==> src/rtl/mem_bus_arbiter.sv <==
// Two-master round-robin arbiter and fixed-timing access sequencer for the shared SRAM bus.
// Handshake: a master holds req (and its we/addr/wdata) until it sees its one-cycle ack.
module mem_bus_arbiter #(
   parameter int ADDR_W      = 16,
   parameter int DATA_W      = 16,
   parameter int WAIT_CYCLES = 2
) (
   input  logic              clk,
   input  logic              reset,
   input  logic              req0,
   input  logic              we0,
   input  logic [ADDR_W-1:0] addr0,
   input  logic [DATA_W-1:0] wdata0,
   output logic              ack0,
   input  logic              req1,
   input  logic              we1,
   input  logic [ADDR_W-1:0] addr1,
   input  logic [DATA_W-1:0] wdata1,
   output logic              ack1,
   output logic [DATA_W-1:0] rdata,
   output logic [ADDR_W-1:0] mem_addr,
   output logic [DATA_W-1:0] mem_wdata,
   input  logic [DATA_W-1:0] mem_rdata,
   output logic              mem_drive,
   output logic [4:0]        mem_control,
   output logic [1:0]        state
);

   typedef enum logic [1:0] {
      IDLE   = 2'd0,
      ACCESS = 2'd1,
      DONE   = 2'd2
   } state_t;

   // {we, ce, oe, lb, ub}, active-low
   localparam logic [4:0] CTRL_IDLE  = 5'b11111;
   localparam logic [4:0] CTRL_READ  = 5'b10000;
   localparam logic [4:0] CTRL_WRITE = 5'b00100;

   state_t     st;
   logic       last_grant;
   logic       grantee;
   logic       op_we;
   logic [3:0] cnt;

   logic              grant_sel;
   logic              sel_we;
   logic [ADDR_W-1:0] sel_addr;
   logic [DATA_W-1:0] sel_wdata;

   // On a tie the master that was not served last wins, which bounds any wait to one transaction.
   always_comb begin
      grant_sel = (req0 && req1) ? ~last_grant : req1;
      sel_we    = grant_sel ? we1 : we0;
      sel_addr  = grant_sel ? addr1 : addr0;
      sel_wdata = grant_sel ? wdata1 : wdata0;
   end

   always_ff @(posedge clk) begin
      if (reset) begin
         st          <= IDLE;
         last_grant  <= 1'b1;
         grantee     <= 1'b0;
         op_we       <= 1'b0;
         cnt         <= '0;
         ack0        <= 1'b0;
         ack1        <= 1'b0;
         rdata       <= '0;
         mem_addr    <= '0;
         mem_wdata   <= '0;
         mem_drive   <= 1'b0;
         mem_control <= CTRL_IDLE;
      end else begin
         ack0 <= 1'b0;
         ack1 <= 1'b0;
         case (st)
            IDLE: begin
               if (req0 || req1) begin
                  grantee     <= grant_sel;
                  last_grant  <= grant_sel;
                  op_we       <= sel_we;
                  mem_addr    <= sel_addr;
                  mem_wdata   <= sel_wdata;
                  cnt         <= 4'(WAIT_CYCLES - 1);
                  mem_control <= sel_we ? CTRL_WRITE : CTRL_READ;
                  mem_drive   <= sel_we;
                  st          <= ACCESS;
               end
            end
            ACCESS: begin
               if (cnt != 4'd0) begin
                  cnt <= cnt - 4'd1;
               end else begin
                  if (!op_we) rdata <= mem_rdata;
                  if (grantee) ack1 <= 1'b1;
                  else         ack0 <= 1'b1;
                  mem_control <= CTRL_IDLE;
                  mem_drive   <= 1'b0;
                  st          <= DONE;
               end
            end
            DONE: begin
               st <= IDLE;
            end
            default: begin
               st          <= IDLE;
               mem_control <= CTRL_IDLE;
               mem_drive   <= 1'b0;
            end
         endcase
      end
   end

   assign state = st;

endmodule

==> config.mk <==
export PLATFORM = sky130hd
export DESIGN_NAME = mem_bus_arbiter
export DESIGN_NICKNAME = d
export VERILOG_FILES = /design/src/rtl/mem_bus_arbiter.sv
export SDC_FILE = /design/constraint.sdc
export NUM_CORES = 1
export LEC_CHECK = 0
export ABC_AREA = 1
export CAP_MARGIN = 10
export CORE_ASPECT_RATIO = 0.9
export CORE_UTILIZATION = 38
export DETAILED_ROUTE_END_ITERATION = 8
export PLACE_DENSITY = 0.76
export REMOVE_ABC_BUFFERS = 1
export SKIP_LAST_GASP = 1
export SLEW_MARGIN = 40
export SYNTH_ARGS = -nofsm -noshare
export SYNTH_HDL_FRONTEND = slang
export SYNTH_SLANG_ARGS = --single-unit
==> constraint.sdc <==
create_clock -name clk -period 1.9 [get_ports clk]
set_input_delay 0.38 -clock clk [delete_from_list [all_inputs] [get_ports clk]]
set_output_delay 0.38 -clock clk [all_outputs]
set_load 0.03 [all_outputs]
==> flow_summary_export.csv, run 1 <==
group,metric,value,unit
cts,post_cts_buffers,0,
timing,max_freq,0.563,GHz
timing,timing.slew.headroom,61.1,%
logic_synthesis,async_flop_share,0,%
grt,antenna_found_initial,0,
timing,worstMarginPinSlew,0.583,ns
logic_synthesis,synth_seq_area_share,48.6,%
cells_and_area,nFillCells,580,
timing,slew_viol_final,0,
cells_and_area,area_growth,65.2,%
logic_synthesis,syn_area_per_cell,7.80,sq um
detailed_routing,dr.first_iter.drc_count,91,
cells_and_area,n_antenna_cell,0,
logic_synthesis,yosys.area_share.xor_xnor,0,%
power,power.leakage,1.67,nW
critical_path,cp_max_fo,4,
critical_path,arrival,1.39,ns
timing,clock_skew,0.00887,ns
logic_synthesis,ys_warn_count,0,
detailed_routing,ant_nets,0,
floorplan,die_h,80.4,microns
timing,post-route-min-period,1.77,ns
cts,cts-buffers-inserted,9,
logic_synthesis,ys_types,24,
critical_path,cp_top_family,"buffers and inverters",
power,power.share.combinational,35.3,%
timing,finalSetupTns,0,ns
min_path,hold_class,"reg2reg",
timing,final_hold_viol_count,0,
logic_synthesis,synth_top_family_by_area,"simple AND/OR/NAND/NOR gates",
placed_design,io_buffers,143,
logic_synthesis,synth_cells,333,
cells_and_area,layoutNonFillerInstCount,573,
timing,period_share,93.4,%
floorplan,dieArea,7170,sq um
grt,grt_pass1_wl,11500,microns
cells_and_area,fin_nets,566,
timing,hold_slack,0.448,ns
timing,setup_violations,0,
critical_path,cp.depth,1,
detailed_routing,dr_total_vias,2729,
floorplan,initial_core_util,39.4,%
detailed_routing,drt-wirelength-per-cell,13.0,microns
logic_synthesis,netlist.area_leader.share,48.6,%
floorplan,core,6590,sq um
cts,cts_root_buf,"clkbuf_8",
cts,cts_resized,1,
cts,cts_buffer_depth,2,
placed_design,place.gp.congestion,0.777,
floorplan,rows,28,
cts,clk_pin_slew,0.07,ns
logic_synthesis,synthMuxAreaShare,0,%
power,p_switching,0.00147,W
logic_synthesis,synth_area_leaders,"dfxtp_1 (49%), nor2_1 (11%), o21ai_0 (9.6%), nand2_1 (7.8%), o21ai_1 (6.2%)",
job,drv_cap,0,
power,clkPwrFrac,26.5,%
power,p_int,0.00283,W
detailed_routing,routed_wl,7430,microns
placed_design,place_hpwl,5550,microns
critical_path,cp-end-kind,"output pin",
detailed_routing,vias_per_cell,4.76,
floorplan,fp.dieW,89.1,microns
cts,cts_tree,"yes",
outcome,outcome,"completed",
logic_synthesis,yosysTopAreaCell,"dfxtp_1",
logic_synthesis,synth_enable_flop_cells,0,
critical_path,crit_chain,"clkdlybuf4s50_1",
logic_synthesis,synth_fa_ha_area_share,0.964,%
critical_path,cp_slowest_cell,"clkdlybuf4s50_1",
cts,cts_max_level,3,
grt,grt_pass1_vias,2559,
critical_path,start_kind,"flip-flop",
grt,grt-ovfl-total,0,
cts,cts_num_sinks,63,
critical_path,required,1.52,ns
grt,grtUsageTotal,21.5,%
cells_and_area,drive_gt1_share,7.25,%
critical_path,r2r_cells,5,
grt,grt_max_degree,33,
logic_synthesis,synth-compound-area-share,18.0,%
logic_synthesis,synth_area,2600,sq um
detailed_routing,dr.pass1.iters,4,
cts,clock_latency,0.33,ns
critical_path,critical_path_class,"reg2out",
critical_path,critPathBufInv,1,
detailed_routing,drc,0,
power,switching_share,34.1,%
critical_path,cpPeakStageDelay,0.69,ns
power,power_frac_seq,38.2,%
cts,postCtsHoldBufs,0,
timing,rsz0062_at_grt,"no",
logic_synthesis,synthSimpleGateAreaFrac,23.9,%
power,powerDensity,1000,nW/um^2
floorplan,ios,144,
power,peakVddDrop,586,uV
min_path,min_path_cells,1,
logic_synthesis,ys.flop_type,"dfxtp_1",
logic_synthesis,ys_ff_latch,63,
placed_design,dp_cells,557,
state kept, by name (all words and copies together) (netlist names), 2 cells and up:
name,count
mem_addr,16
state,2
mem_wdata,16
cnt,4
rdata,16
mem_control,3
metal layers:
| metal | global-route usage, % | up-vias | share of wire, % |
|---|---|---|---|
| li1 | - | 1371 | - |
| met1 | 22.3 | 1213 | 39 |
| met2 | 36.8 | 131 | 47 |
| met3 | 9.97 | 14 | 12 |
| met4 | 9.37 | 0 | 2.1 |
| met5 | 0 | - | 0 |
layout by cell type (no fill, tap or decap), types with 3 or more instances in the layout:
master and n:
a21oi_1 8, dfxtp_1 63, nor2_1 73, buf_4 6
inv_1 9, clkinv_2 4, clkdlybuf4s50_1 141, clkbuf_8 10
nor2_4 3, nand2_1 54, o21ai_1 32, o21ai_0 50
buf_12 4, nand3_1 9
final cells by class:
type / instances / area, sq um / area share (%)
tap: 90 / 113 / 2.63
inverter: 13 / 55.1 / 1.28
timing repair buffer: 153 / 1560 / 36.3
clock buffer: 12 / 145 / 3.38
clock inverter: 4 / 45.0 / 1.05
multi-input combinational: 238 / 1110 / 25.9
sequential: 63 / 1260 / 29.4
synthesized netlist by cell type, types with 2 or more instances:
cell type and n:
nand3_1 9, ha_1 2, buf_6 9, nor2_1 73
dfxtp_1 63, a21oi_1 8, clkbuf_8 2, nand2_1 54
o21ai_1 32, clkbuf_1 4, o21ai_0 50, nor2_4 3
buf_2 2, nand3b_1 2, inv_2 2, buf_4 2
inv_1 9
power groups by stage:
stage / Sequential (W) / Clock [W] / Combinational [W]
finish: 0.00164 / 0.00114 / 0.00152
global route: 0.00166 / 0.00121 / 0.00165
CTS: 0.00164 / 0.00116 / 0.00153
detailed placement: 0.00167 / 0 / 0.00153
global placement: 0.00166 / 0 / 0.00151
floorplan: 0.00202 / 0 / 0.000438
worst paths after layout:
path	start	endpoint	slack (ns)
setup reg to reg	state[1]$_SDFFE_PP0P_	mem_wdata[4]$_SDFFE_PP0P_	0.32
setup / recovery	mem_control[3]$_SDFFE_PP1P_	mem_control[1]	0.13
hold / removal	grantee$_SDFFE_PP0P_	ack0$_SDFF_PP0_	0.45
hold reg to reg	grantee$_SDFFE_PP0P_	ack0$_SDFF_PP0_	0.45
stage by stage:
step                      utilization [%]  total power [W]  worst slack, ns  area, sq um
after global placement               62.2          0.00317          -0.0273         4100
final                                65.1          0.00430            0.125         4290
after global routing                 65.1          0.00453           0.0468         4290
after floorplan                         -          0.00246            0.317         2430
after CTS                            65.1          0.00433           0.0137         4290
after detailed placement             62.2          0.00319           -0.112         4100
logic make-up (layout without fill, tap and decap cells):
family,after synthesis,after routing
and+or+nand+nor,145,145
buffers and inverters,32,182
adders and majority gates,2,2
DFF,63,63
AOI/OAI and AO/OA,91,91
Note: power is estimated with default switching activity, not from simulation.
==> run 2, diff against run 1 <==
--- a/config.mk
+++ b/config.mk
@@ -9,6 +9,7 @@
 export CAP_MARGIN = 10
 export CORE_ASPECT_RATIO = 0.9
 export CORE_UTILIZATION = 38
+export CTS_CLUSTER_DIAMETER = 200
 export DETAILED_ROUTE_END_ITERATION = 8
 export PLACE_DENSITY = 0.76
 export REMOVE_ABC_BUFFERS = 1
==> constraint.sdc (replaced) <==
create_clock -name clk -period 1.9 [get_ports clk]
set_input_delay 0.38 -clock clk [delete_from_list [all_inputs] [get_ports clk]]
set_output_delay 0.38 -clock clk [all_outputs]
set_load 0.005 [all_outputs]
==> flow_summary_export.csv, run 2 (synthesized netlist as in run 1, its figures left out) <==
group,metric,value,unit
detailed_routing,drt-wirelength-per-cell,12.9,microns
detailed_routing,ant_nets,0,
cts,cts_num_sinks,63,
cts,clock_latency,0.33,ns
cells_and_area,post-route-cell-area,4290,sq um
timing,period_share,92.1,%
cells_and_area,n_antenna_cell,0,
placed_design,pre_cts_slack,-0.112,ns
detailed_routing,routed_wl,7420,microns
floorplan,ios,144,
grt,grt_pass1_wl,11500,microns
cells_and_area,reg_top3,"mem_addr: 16 flops, mem_wdata: 16 flops, rdata: 16 flops",
detailed_routing,drc,0,
floorplan,core,6590,sq um
critical_path,cp-end-kind,"output pin",
placed_design,place_hpwl,5550,microns
power,power.leakage,1.66,nW
cells_and_area,drive_gt1_share,7.25,%
cts,cts-buffers-inserted,9,
grt,use_met3,9.97,%
critical_path,critical_path_class,"reg2out",
cells_and_area,fin_nets,566,
min_path,min_path_cells,1,
detailed_routing,vias_per_cell,4.76,
timing,final_hold_viol_count,0,
timing,worstMarginPinSlew,0.577,ns
critical_path,r2r_end,"mem_wdata[4]$_SDFFE_PP0P_",
timing,setup_violations,0,
cells_and_area,layoutNonFillerInstCount,573,
detailed_routing,dr_total_vias,2728,
cts,cts_resized,0,
cts,cts_root_buf,"clkbuf_8",
cts,cts_max_level,3,
grt,grt-ovfl-total,0,
cells_and_area,layout_commonest_cell,"clkdlybuf4s50_1",
cts,clk_pin_slew,0.07,ns
floorplan,fp.dieW,89.1,microns
grt,grt_max_degree,33,
min_path,hold_class,"reg2reg",
detailed_routing,dr.first_iter.drc_count,93,
floorplan,dieArea,7170,sq um
floorplan,rows,28,
grt,grtUsageMet2,36.8,%
grt,use_met1,22.3,%
critical_path,regToRegStartpoint,"state[1]$_SDFFE_PP0P_",
critical_path,cp.depth,1,
cts,post_cts_buffers,0,
power,powerDensity,922,nW/um^2
grt,gr-max-usage-layer,"met2",
floorplan,initial_core_util,39.4,%
power,clkPwrFrac,28.8,%
critical_path,start_kind,"flip-flop",
timing,finalSetupTns,0,ns
cells_and_area,area_growth,65.1,%
timing,clock_skew,0.00889,ns
cts,cts_tree,"yes",
cts,postCtsHoldBufs,0,
placed_design,dp_cells,557,
timing,timing.slew.headroom,61.4,%
critical_path,cp_slowest_cell,"clkdlybuf4s50_1",
detailed_routing,dr.pass1.iters,4,
grt,antenna_found_initial,0,
critical_path,arrival,1.37,ns
placed_design,place_area,4100,sq um
critical_path,crit_end,"state[1]",
critical_path,cp_top_family,"buffers and inverters",
timing,max_freq,0.572,GHz
timing,setup_slack,0.150,ns
timing,post-route-min-period,1.75,ns
critical_path,cpPeakStageDelay,0.57,ns
timing,hold_slack,0.448,ns
cells_and_area,most-common-layout-cells,"clkdlybuf4s50_1 (143), nor2_1 (73), dfxtp_1 (63)",
power,p_switching,0.00112,W
critical_path,r2r_cells,5,
outcome,outcome,"completed",
critical_path,required,1.52,ns
power,p_int,0.00283,W
timing,slew_viol_final,0,
critical_path,crit_chain,"clkdlybuf4s50_1",
power,power.share.combinational,29.6,%
cts,cts_buffer_depth,2,
grt,grtUsageTotal,21.5,%
critical_path,cp_max_fo,4,
grt,grt_pass1_vias,2559,
critical_path,ff2ff_setup_slack,0.32,ns
job,drv_cap,0,
power,switching_share,28.3,%
floorplan,die_h,80.4,microns
power,peakVddDrop,525,uV
critical_path,crit_start,"state[1]$_SDFFE_PP0P_",
critical_path,critPathBufInv,1,
power,power_frac_seq,41.5,%
placed_design,io_buffers,143,
placed_design,place.gp.congestion,0.777,
timing,rsz0062_at_grt,"no",
## run 2: changes by cell type in the layout (fill, tap and decap cells not counted)
cell             delta
clkdlybuf4s50_1     +2
dlymetal6s2s_1      -1
dlygate4sd2_1       -1
## run 2: power groups by stage
| stage | Clock [W] | Combinational, W | Sequential, W |
|---|---|---|---|
| 2_1_floorplan | 0 | 0.000439 | 0.00167 |
| 3_3_place_gp | 0 | 0.00116 | 0.00166 |
| 3_5_place_dp | 0 | 0.00118 | 0.00167 |
| 4_1_cts | 0.00116 | 0.00118 | 0.00164 |
| 5_1_grt | 0.00121 | 0.00130 | 0.00166 |
| 6_report | 0.00114 | 0.00117 | 0.00164 |
## run 2: how the worst min path moves through the flow
stage                                         start  slack [ns]                        end
after global placement         grantee$_SDFFE_PP0P_        0.44            ack0$_SDFF_PP0_
after CTS                      grantee$_SDFFE_PP0P_        0.45            ack0$_SDFF_PP0_
final                          grantee$_SDFFE_PP0P_        0.45            ack0$_SDFF_PP0_
after floorplan                grantee$_SDFFE_PP0P_        0.41            ack0$_SDFF_PP0_
after detailed placement       grantee$_SDFFE_PP0P_        0.44            ack1$_SDFF_PP0_
after global routing      mem_addr[15]$_SDFFE_PP0P_        0.46  mem_addr[15]$_SDFFE_PP0P_
## run 2: area by class of cell
cell class	count	area, sq um
Clock buffer	12	145
Tap cell	90	113
Timing Repair Buffer	153	1560
Multi-Input combinational cell	238	1110
Sequential cell	63	1260
Inverter	13	55.1
Fill cell	579	2300
Clock inverter	4	45.0
## run 2: per-layer routing
layer	up-vias	part of all wire (%)	wire length, microns
li1	1371	-	-
met1	1216	39	2910
met2	127	47	3450
met3	14	12	894
met4	0	2.1	158
met5	-	0	0
## run 2: through the flow
step | total power (W) | util (%)
after global placement | 0.00282 | 62.2
after detailed placement | 0.00284 | 62.2
after global routing | 0.00418 | 65.1
final | 0.00395 | 65.1
after CTS | 0.00398 | 65.1
after floorplan | 0.00211 | -
